**config.mk**
```make
export PLATFORM = sky130hd
export DESIGN_NAME = mp_alu
export DESIGN_NICKNAME = d
export VERILOG_FILES = /design/src/rtl/mp_alu.sv
export SDC_FILE = /design/constraint.sdc
export NUM_CORES = 1
export LEC_CHECK = 0
export BUFFER_PORTS_ARGS = -buffer_cell sky130_fd_sc_hd__clkbuf_2
export CAP_MARGIN = 20
export CORE_ASPECT_RATIO = 0.9
export CORE_MARGIN = 10
export CORE_UTILIZATION = 61
export CTS_BUF_LIST = sky130_fd_sc_hd__clkbuf_16
export DETAILED_ROUTE_END_ITERATION = 8
export GPL_TIMING_DRIVEN = 0
export MAX_ROUTING_LAYER = met4
export PLACE_DENSITY = 0.85
export SYNTH_ARGS = -nofsm -noshare
export SYNTH_HDL_FRONTEND = slang
export SYNTH_SLANG_ARGS = --single-unit
export TNS_END_PERCENT = 5
```
**constraint.sdc**
```tcl
create_clock -name clk -period 10.4 [get_ports clk]
set_clock_uncertainty 0.2 [all_clocks]
set_input_delay 2.08 -clock clk [delete_from_list [all_inputs] [get_ports clk]]
set_output_delay 2.08 -clock clk [all_outputs]
set_load 0.005 [all_outputs]
```
**src/rtl/mp_alu.sv**
```systemverilog
// Slice-serial ALU: walks WIDTH-bit operands SLICE bits per clock, chaining
// carry and zero state across slices, behind a valid/ready request/response pair.
module mp_alu #(
  parameter int WIDTH = 16,
  parameter int SLICE = 4
) (
  input  logic             clk,
  input  logic             rst,
  input  logic             req_valid,
  output logic             req_ready,
  input  logic [2:0]       req_op,
  input  logic             req_use_c,
  input  logic             req_arith,
  input  logic             req_cin,
  input  logic [WIDTH-1:0] req_a,
  input  logic [WIDTH-1:0] req_b,
  output logic             rsp_valid,
  input  logic             rsp_ready,
  output logic [WIDTH-1:0] rsp_dout,
  output logic             rsp_s,
  output logic             rsp_z,
  output logic             rsp_c,
  output logic             rsp_v
);

  localparam int NSLICE = WIDTH / SLICE;
  localparam int CW     = $clog2(NSLICE + 1);

  localparam logic [2:0] OP_ADD = 3'd0;
  localparam logic [2:0] OP_SUB = 3'd1;
  localparam logic [2:0] OP_AND = 3'd2;
  localparam logic [2:0] OP_OR  = 3'd3;
  localparam logic [2:0] OP_XOR = 3'd4;
  localparam logic [2:0] OP_NOT = 3'd5;
  localparam logic [2:0] OP_RL  = 3'd6;
  localparam logic [2:0] OP_RR  = 3'd7;

  typedef enum logic [1:0] {IDLE, RUN, DONE} state_t;

  state_t           state_q, state_d;
  logic [2:0]       op_q, op_d;
  logic             useC_q, useC_d;
  logic             arith_q, arith_d;
  logic             cin_q, cin_d;
  logic [WIDTH-1:0] a_q, a_d;
  logic [WIDTH-1:0] b_q, b_d;
  logic [WIDTH-1:0] work_q, work_d;
  logic [CW-1:0]    cnt_q, cnt_d;
  logic             carry_q, carry_d;
  logic             zero_q, zero_d;
  logic [WIDTH-1:0] dout_q, dout_d;
  logic             s_q, s_d, z_q, z_d, c_q, c_d, v_q, v_d;

  logic [WIDTH-1:0] rlVec, rrVec;
  logic [SLICE-1:0] aSl, bSl, rlSl, rrSl, bEff, rSl;
  logic [SLICE:0]   sum;
  logic             isSub, isArith;

  always_ff @(posedge clk) begin
    if (rst) begin
      state_q <= IDLE;
      op_q    <= '0;
      useC_q  <= 1'b0;
      arith_q <= 1'b0;
      cin_q   <= 1'b0;
      a_q     <= '0;
      b_q     <= '0;
      work_q  <= '0;
      cnt_q   <= '0;
      carry_q <= 1'b0;
      zero_q  <= 1'b0;
      dout_q  <= '0;
      s_q     <= 1'b0;
      z_q     <= 1'b0;
      c_q     <= 1'b0;
      v_q     <= 1'b0;
    end else begin
      state_q <= state_d;
      op_q    <= op_d;
      useC_q  <= useC_d;
      arith_q <= arith_d;
      cin_q   <= cin_d;
      a_q     <= a_d;
      b_q     <= b_d;
      work_q  <= work_d;
      cnt_q   <= cnt_d;
      carry_q <= carry_d;
      zero_q  <= zero_d;
      dout_q  <= dout_d;
      s_q     <= s_d;
      z_q     <= z_d;
      c_q     <= c_d;
      v_q     <= v_d;
    end
  end

  // Rotates are pure rewiring of the captured operand, so they are sliced like any other op.
  always_comb begin
    rlVec   = {a_q[WIDTH-2:0], useC_q & cin_q};
    rrVec   = {(useC_q ? cin_q : (arith_q & a_q[WIDTH-1])), a_q[WIDTH-1:1]};
    isSub   = (op_q == OP_SUB);
    isArith = (op_q == OP_ADD) || isSub;
    aSl  = '0;
    bSl  = '0;
    rlSl = '0;
    rrSl = '0;
    for (int i = 0; i < NSLICE; i++) begin
      if (cnt_q == CW'(i)) begin
        aSl  = a_q[i*SLICE +: SLICE];
        bSl  = b_q[i*SLICE +: SLICE];
        rlSl = rlVec[i*SLICE +: SLICE];
        rrSl = rrVec[i*SLICE +: SLICE];
      end
    end
    bEff = isSub ? ~bSl : bSl;
    sum  = {1'b0, aSl} + {1'b0, bEff} + {{SLICE{1'b0}}, carry_q};
    case (op_q)
      OP_ADD, OP_SUB: rSl = sum[SLICE-1:0];
      OP_AND:         rSl = aSl & bSl;
      OP_OR:          rSl = aSl | bSl;
      OP_XOR:         rSl = aSl ^ bSl;
      OP_NOT:         rSl = ~bSl;
      OP_RL:          rSl = rlSl;
      default:        rSl = rrSl;
    endcase
  end

  always_comb begin
    state_d = state_q;
    op_d    = op_q;
    useC_d  = useC_q;
    arith_d = arith_q;
    cin_d   = cin_q;
    a_d     = a_q;
    b_d     = b_q;
    work_d  = work_q;
    cnt_d   = cnt_q;
    carry_d = carry_q;
    zero_d  = zero_q;
    dout_d  = dout_q;
    s_d     = s_q;
    z_d     = z_q;
    c_d     = c_q;
    v_d     = v_q;
    case (state_q)
      IDLE: begin
        if (req_valid) begin
          op_d    = req_op;
          useC_d  = req_use_c;
          arith_d = req_arith;
          cin_d   = req_cin;
          a_d     = req_a;
          b_d     = req_b;
          cnt_d   = '0;
          zero_d  = 1'b1;
          // SUB seeds the chain with the inverted borrow so ~b + 1 forms the two's complement.
          carry_d = (req_op == OP_SUB) ? (req_use_c ? ~req_cin : 1'b1)
                                       : (req_use_c & req_cin);
          state_d = RUN;
        end
      end
      RUN: begin
        if (cnt_q == CW'(NSLICE)) begin
          dout_d  = work_q;
          s_d     = work_q[WIDTH-1];
          z_d     = zero_q;
          c_d     = 1'b0;
          v_d     = 1'b0;
          if (isArith) begin
            c_d = carry_q;
            v_d = (a_q[WIDTH-1] ^ work_q[WIDTH-1]) &
                  ((b_q[WIDTH-1] ^ isSub) ^ work_q[WIDTH-1]);
          end else if (op_q == OP_RL) begin
            c_d = a_q[WIDTH-1];
          end else if (op_q == OP_RR) begin
            c_d = a_q[0];
          end
          state_d = DONE;
        end else begin
          for (int i = 0; i < NSLICE; i++) begin
            if (cnt_q == CW'(i)) work_d[i*SLICE +: SLICE] = rSl;
          end
          carry_d = sum[SLICE];
          zero_d  = zero_q & (rSl == '0);
          cnt_d   = cnt_q + CW'(1);
        end
      end
      DONE: begin
        if (rsp_ready) state_d = IDLE;
      end
      default: state_d = IDLE;
    endcase
  end

  assign req_ready = (state_q == IDLE);
  assign rsp_valid = (state_q == DONE);
  assign rsp_dout  = dout_q;
  assign rsp_s     = s_q;
  assign rsp_z     = z_q;
  assign rsp_c     = c_q;
  assign rsp_v     = v_q;

endmodule

```
==> metrics, run 1 <==
status=complete, no violations; fillcell total=525; area of the multi-input gates=0.00220 mm²; part of the cycle the worst path needs=44.0%; Final min period=4.58 ns; clk buf depth=2; leakage power=1.96 nW; hold_buf cts=0; DRC viols=0; CP top delay family=compound AO/OA/AOI/OAI gates; routability cong.=0.944; Die Ht=97.4 µm; total CTS buffers=9; I/O Buffers=62; worst hold-check path type=register to register; fraction of registers with async set or reset after synthesis=0%; hpwl dp=8620 µm; Layout area overhead=18.7%; Crit path arrival time=4.57 ns; pin count of the biggest net entering global routing=14; Synth Cell Area=0.00406 mm²; CP Class=register to register; max-slew violations=0; worst hold slack=0.253 ns; H-tree levels=3; Top Ports=64; starting density of the core=62.3%; vias in the first global route=3696; Reg2Reg Depth=15; Hold EP=rsp_dout[13]$_SDFFE_PP0P_; synthesized flop and latch total=80; Synth cell types=55; R2R Path End=work_q[5]$_SDFFE_PP0P_; antenna diode count=0; Die W=106 µm; DRT antenna net count=0; CP max stage cell=a31oi_1; FF-to-FF Start=cnt_q[2]$_SDFFE_PP0P_; Placed Area=0.00448 mm²; setup ws final=5.82 ns; Levels on crit path=15; Nets=651; fraction of the yosys area taken by sequential cells=39.5%; via count=3960; initial antenna violation count=0; Max FO, Critical Path=10; first-pass GRT wire length=18700 µm; HP Start=rsp_dout[13]$_SDFFE_PP0P_; die area=0.0103 mm²; Vias per Instance=5.77; setup TNS=0 ns; Root Driver=clkbuf_16; final hold violation count=0; ys flop type=dfxtp_1; Critical Path RT=10.39 ns; number of synthesized flops with an enable pin=0; Finished Cell Area=0.00482 mm²; total wire length=11600 µm; reg2reg setup slack=5.82 ns; Largest stage delay, worst path=0.45 ns; GRT Util Overall=22.8%; max-cap viol count=0; worst slew pin tran=0.883 ns; RSZ-0062 raised after global routing=no; Overall Power=822 µW; Post-Layout Cell Count=686; Rows=28; Clock Sinks=80; Placed Cells=670; worst vdd ir=0.000113 V; Fmax=218 MHz; FF/Latch Area=0.00160 mm²; power density cells=171 mW/mm²; Critical Path End Type=register; utilization after layout=73.9%; Synth Net Count=578; worst path cell trace=buf_2 > inv_1 > ha_1 > buf_6 > or2_4 > a221oi_2 > a21oi_1 > xor2_1 > fa_1 > inv_1 > fa_1 > a221o_1 > o221a_2 > a31oi_1 > a211oi_1; worst hold path depth=2; DP Worst Slack=5.99 ns; clock slew at reported path FFs=0.06 ns; Core Region=0.00652 mm²; share of cells above drive strength 1=18.1%; first-pass detailed-route iteration total=5; TritonCTS clock tree=done; DRT iter0 DRCs=360; post_cts resized=0; CP bufs+invs=4; Post-CTS Setup Inserts=0; # setup viols final=0; grt ovf=0; Avg Cell Area, Syn=7.83 µm²; Critical Path Source Type=register; Relative slew margins=40.7%; clk_lat worst skew=0.34 ns; Syn Inst Count=518; Yosys Warn Count=0; WL/cell=16.9 µm
[how the worst max path moves through the flow]
stage / start / endpoint / slack [ns]
after floorplan: cnt_q[2]$_SDFFE_PP0P_ / work_q[9]$_SDFFE_PP0P_ / 6.57
after global placement: cnt_q[2]$_SDFFE_PP0P_ / work_q[9]$_SDFFE_PP0P_ / 5.99
after detailed placement: cnt_q[2]$_SDFFE_PP0P_ / work_q[5]$_SDFFE_PP0P_ / 5.99
after CTS: cnt_q[2]$_SDFFE_PP0P_ / work_q[5]$_SDFFE_PP0P_ / 5.92
after global routing: cnt_q[2]$_SDFFE_PP0P_ / work_q[2]$_SDFFE_PP0P_ / 5.60
final: cnt_q[2]$_SDFFE_PP0P_ / work_q[5]$_SDFFE_PP0P_ / 5.82
[cells in the final DEF (no fill, tap or decap), types with 4 or more instances in the layout]
cell,instances
nand2_1,133
dfxtp_1,80
a21oi_1,75
clkbuf_2,62
nor2_1,30
inv_1,22
clkbuf_1,20
ha_1,16
nand2b_1,14
a211oi_1,14
o21ai_0,10
buf_2,9
clkbuf_16,9
nand3_1,8
nor2b_1,7
a211oi_2,7
xnor2_1,5
nand3b_1,5
a32oi_2,4
buf_1,4
a31oi_1,4
[cell usage after synthesis, drive strengths merged (2+ instances only)]
cell | n | area (µm²)
nand2 | 133 | 499
a31oi | 4 | 25.0
xor2 | 2 | 17.5
and2 | 4 | 25.0
a22oi | 2 | 15.0
a211oi | 21 | 193
fa | 2 | 40.0
o21ai | 13 | 68.8
clkbuf | 20 | 75.1
ha | 16 | 200
dfxtp | 80 | 1600
xnor2 | 5 | 43.8
nor3 | 3 | 15.0
a32oi | 5 | 73.8
a221o | 2 | 20.0
a2bb2oi | 3 | 26.3
and3 | 3 | 18.8
a311oi | 2 | 17.5
nand2b | 14 | 87.6
a21oi | 76 | 384
a221oi | 2 | 23.8
buf | 17 | 101
nor2 | 31 | 133
and3b | 3 | 30.0
inv | 21 | 78.8
nand3b | 5 | 37.5
nor2b | 7 | 43.8
nand3 | 8 | 40.0
[registers in the layout, indices dropped and copies added (netlist names), 2 cells and up]
register and cells:
a_q 16, rsp_dout 16, cnt_q 3, state_q 2
work_q 16, op_q 3, b_q 16
[worst register-to-register path, stage by stage, from the launching register on]
cell and delay, ns:
dfxtp_1 0.30, buf_2 0.22, inv_1 0.16, ha_1 0.31, buf_6 0.18, or2_4 0.24, a221oi_2 0.29, a21oi_1 0.17
xor2_1 0.19, fa_1 0.42, inv_1 0.09, fa_1 0.43, a221o_1 0.37, o221a_2 0.27, a31oi_1 0.45, a211oi_1 0.15
[logic make-up after synthesis]
family	Yosys count	synth area share, %
simple gates	215	23.7
compound gates	139	22.8
flops	80	39.5
buf+inv	58	6.29
fa+ha+maj	18	5.92
xor+xnor	7	1.51
mux	1	0.247
[where the power goes]
part	total [mW]	switching (mW)	internal, mW
logic	0.134	0.0834	0.0508
registers	0.331	0.0105	0.320
clock network	0.357	0.124	0.233
total	0.822	0.218	0.604
[layer usage]
layer / up-vias / global-route usage (%) / wire (µm) / part of all wire (%)
met2: 192 / 34.2 / 5270 / 45
met3: 36 / 5.37 / 933 / 8.1
met5: - / - / 0 / 0
li1: 1903 / - / - / -
met4: 0 / 8.12 / 312 / 2.7
met1: 1829 / 29.2 / 5060 / 44
[area by class of cell]
cell class                      count  area share (%)
Multi-Input combinational cell    380            45.7
Sequential cell                    80            33.2
Timing Repair Buffer               62            6.44
Clock buffer                        9            4.68
Buffer                             37            3.66
Tap cell                           90            2.34
Clock inverter                      7            2.31
Inverter                           21            1.64
No activity file was read; power rests on OpenSTA's default activity.
==> run 2: changes to the inputs <==
CORE_UTILIZATION = 57   (was 61)
PLACE_DENSITY = 0.8   (was 0.85)
clock period = 4.3 ns   (was 10.4 ns; I/O delays follow)
==> run 2 against run 1 <==
Against the previous run:
- count of clock-buffer cells in the layout did not move
- critical endpoint is now work_q[10]$_SDFFE_PP0P_
- largest power group unchanged
- via count decreased by 0.28%
- first-iteration DRC count rose by 16%
- setup slack worse by 5.6 ns
- wire length grew 1.9%
- cell count is 0.58% higher
- die area increased by 5.6%
- non-clock buffer count rose by 1
- clock power is 130% higher
- design area increased by 1.3%
==> metrics, run 2 (same netlist as run 1, synthesis figures left out) <==
max-slew violations=0 (unchanged); max-cap viol count=0 (unchanged); routability cong.=0.923 (was 0.944); worst path cell trace=buf_4 > inv_2 > ha_2 > buf_6 > or2_4 > a221oi_4 > a21oi_2 > xor2_2 > fa_2 > inv_1 > fa_2 > xnor2_2 > a2bb2oi_1 > nor2_1 > o32a_1 > a211oi_4 > buf_4 > a211oi_1 (was buf_2 > inv_1 > ha_1 > buf_6 > or2_4 > a221oi_2 > a21oi_1 > xor2_1 > fa_1 > inv_1 > fa_1 > a221o_1 > o221a_2 > a31oi_1 > a211oi_1); setup TNS=0 ns (unchanged); TritonCTS clock tree=done (unchanged); Fmax=243 MHz (was 218 MHz); pin count of the biggest net entering global routing=14 (unchanged); Die Ht=100 µm (was 97.4 µm); total wire length=11800 µm (was 11600 µm); power density cells=402 mW/mm² (was 171 mW/mm²); CP Class=register to register (unchanged); grt ovf=0 (unchanged); first-pass GRT wire length=18600 µm (was 18700 µm); hold_buf cts=0 (unchanged); vias in the first global route=3793 (was 3696); Finished Cell Area=0.00488 mm² (was 0.00482 mm²); reg2reg setup slack=0.18 ns (was 5.82 ns); die area=0.0109 mm² (was 0.0103 mm²); DRT iter0 DRCs=417 (was 360); # setup viols final=0 (unchanged); Critical Path RT=4.26 ns (was 10.39 ns); worst slew pin tran=0.963 ns (was 0.883 ns); Largest stage delay, worst path=0.37 ns (was 0.45 ns); Root Driver=clkbuf_16 (unchanged); leakage power=1.96 nW (about the same); via count=3949 (was 3960); Die W=109 µm (was 106 µm); WL/cell=17.1 µm (was 16.9 µm); Rows=29 (was 28); Clock Sinks=80 (unchanged); Hold EP=rsp_dout[0]$_SDFFE_PP0P_ (was rsp_dout[13]$_SDFFE_PP0P_); GRT Util Overall=21.7% (was 22.8%); Crit path arrival time=4.08 ns (was 4.57 ns); Final min period=4.12 ns (was 4.58 ns); worst hold-check path type=register to register (unchanged); I/O Buffers=62 (unchanged); total CTS buffers=9 (unchanged); R2R Path End=work_q[10]$_SDFFE_PP0P_ (was work_q[5]$_SDFFE_PP0P_); DRT antenna net count=0 (unchanged); clk buf depth=2 (unchanged); HP Start=rsp_dout[0]$_SDFFE_PP0P_ (was rsp_dout[13]$_SDFFE_PP0P_); Critical Path End Type=register (unchanged); worst vdd ir=0.000330 V (was 0.000113 V); utilization after layout=69.7% (was 73.9%); Critical Path Source Type=register (unchanged); worst hold slack=0.252 ns (was 0.253 ns); Relative slew margins=35.3% (was 40.7%); H-tree levels=3 (unchanged); Vias per Instance=5.72 (was 5.77); CP max stage cell=fa_2 (was a31oi_1); initial antenna violation count=0 (unchanged); hpwl dp=8750 µm (was 8620 µm); Top Ports=64 (unchanged); part of the cycle the worst path needs=95.8% (was 44.0%); antenna diode count=0 (unchanged); Reg2Reg Depth=18 (was 15); share of cells above drive strength 1=19.9% (was 18.1%); Layout area overhead=20.3% (was 18.7%); worst hold path depth=2 (unchanged); starting density of the core=57.9% (was 62.3%); Max FO, Critical Path=10 (unchanged); first-pass detailed-route iteration total=6 (was 5); Placed Area=0.00448 mm² (about the same); clk_lat worst skew=0.34 ns (about the same); Core Region=0.00700 mm² (was 0.00652 mm²); DRC viols=0 (unchanged); most common cell after layout, fill and taps aside=nand2_1 (unchanged); final hold violation count=0 (unchanged); FF-to-FF Start=cnt_q[2]$_SDFFE_PP0P_ (unchanged); Overall Power=1.96 mW (was 822 µW); clock slew at reported path FFs=0.06 ns (about the same); Nets=652 (was 651); crit path launch=cnt_q[2]$_SDFFE_PP0P_ (unchanged); status=complete, no violations (unchanged); most frequent cells in the layout=nand2_1 (133), dfxtp_1 (80), a21oi_1 (73) (was nand2_1 (133), dfxtp_1 (80), a21oi_1 (75))
run 2: cell count changes in the layout (fill, tap and decap cells not counted), sizes merged:
cell | previous run | this run
clkinv | 1 | 5
bufinv | 3 | 2
clkbuf | 91 | 92
inv | 24 | 21
run 2: per-layer routing:
layer | routed length [µm] | up-vias | share of wire, % | global-route usage (%)
met5 | 0 | - | 0 | -
met4 | 187 | 0 | 1.6 | 5.57
met3 | 880 | 22 | 7.5 | 5.12
met2 | 5520 | 171 | 47 | 33.1
met1 | 5210 | 1848 | 44 | 28.4
li1 | - | 1908 | - | -
run 2: power by group:
part / internal (mW) / switching [mW]
registers: 0.774 / 0.0244
clock network: 0.503 / 0.306
logic: 0.139 / 0.215
run 2: cell type report:
cell class              count  area (µm²)
flip-flops and latches     80        1600
clock buffers               9         225
clock inverters             7        86.3
inverters                  21        78.8
plain buffers              37         181
multi-input cells         380        2270
repair buffers             63         318
fillers                   614        2120
well taps                  93         116
run 2: worst max-delay path by stage:
stage,cells past startpoint,to
3_3_place_gp,15,work_q[5]$_SDFFE_PP0P_
5_1_grt,17,work_q[10]$_SDFFE_PP0P_
6_report,18,work_q[10]$_SDFFE_PP0P_
3_5_place_dp,17,work_q[10]$_SDFFE_PP0P_
2_1_floorplan,15,work_q[9]$_SDFFE_PP0P_
4_1_cts,18,work_q[10]$_SDFFE_PP0P_
run 2: stage by stage:
stage | setup WS (ns) | instances
floorplan | 0.473 | 518
global placement | -0.163 | 673
detailed placement | -0.206 | 673
CTS | 0.0661 | 690
global route | -0.00863 | 690
finish | 0.179 | 690
run 2: worst max-delay path: cells and delay by family (launching register included):
family / cells / cell delay, ns
XOR/XNOR: 2 / 0.40
flip-flops: 1 / 0.30
AND/OR/NAND/NOR: 2 / 0.32
AO/OA/AOI/OAI: 6 / 1.19
buffers and inverters: 5 / 0.67
adder cells (fa/ha/maj): 3 / 0.84
run 2: what timing repair did:
item,CTS,global route
gates cloned,0,0
endpoints found under the setup margin,9,9
pin swaps,1,1
resized for setup,5,10
setup buffers,1,0
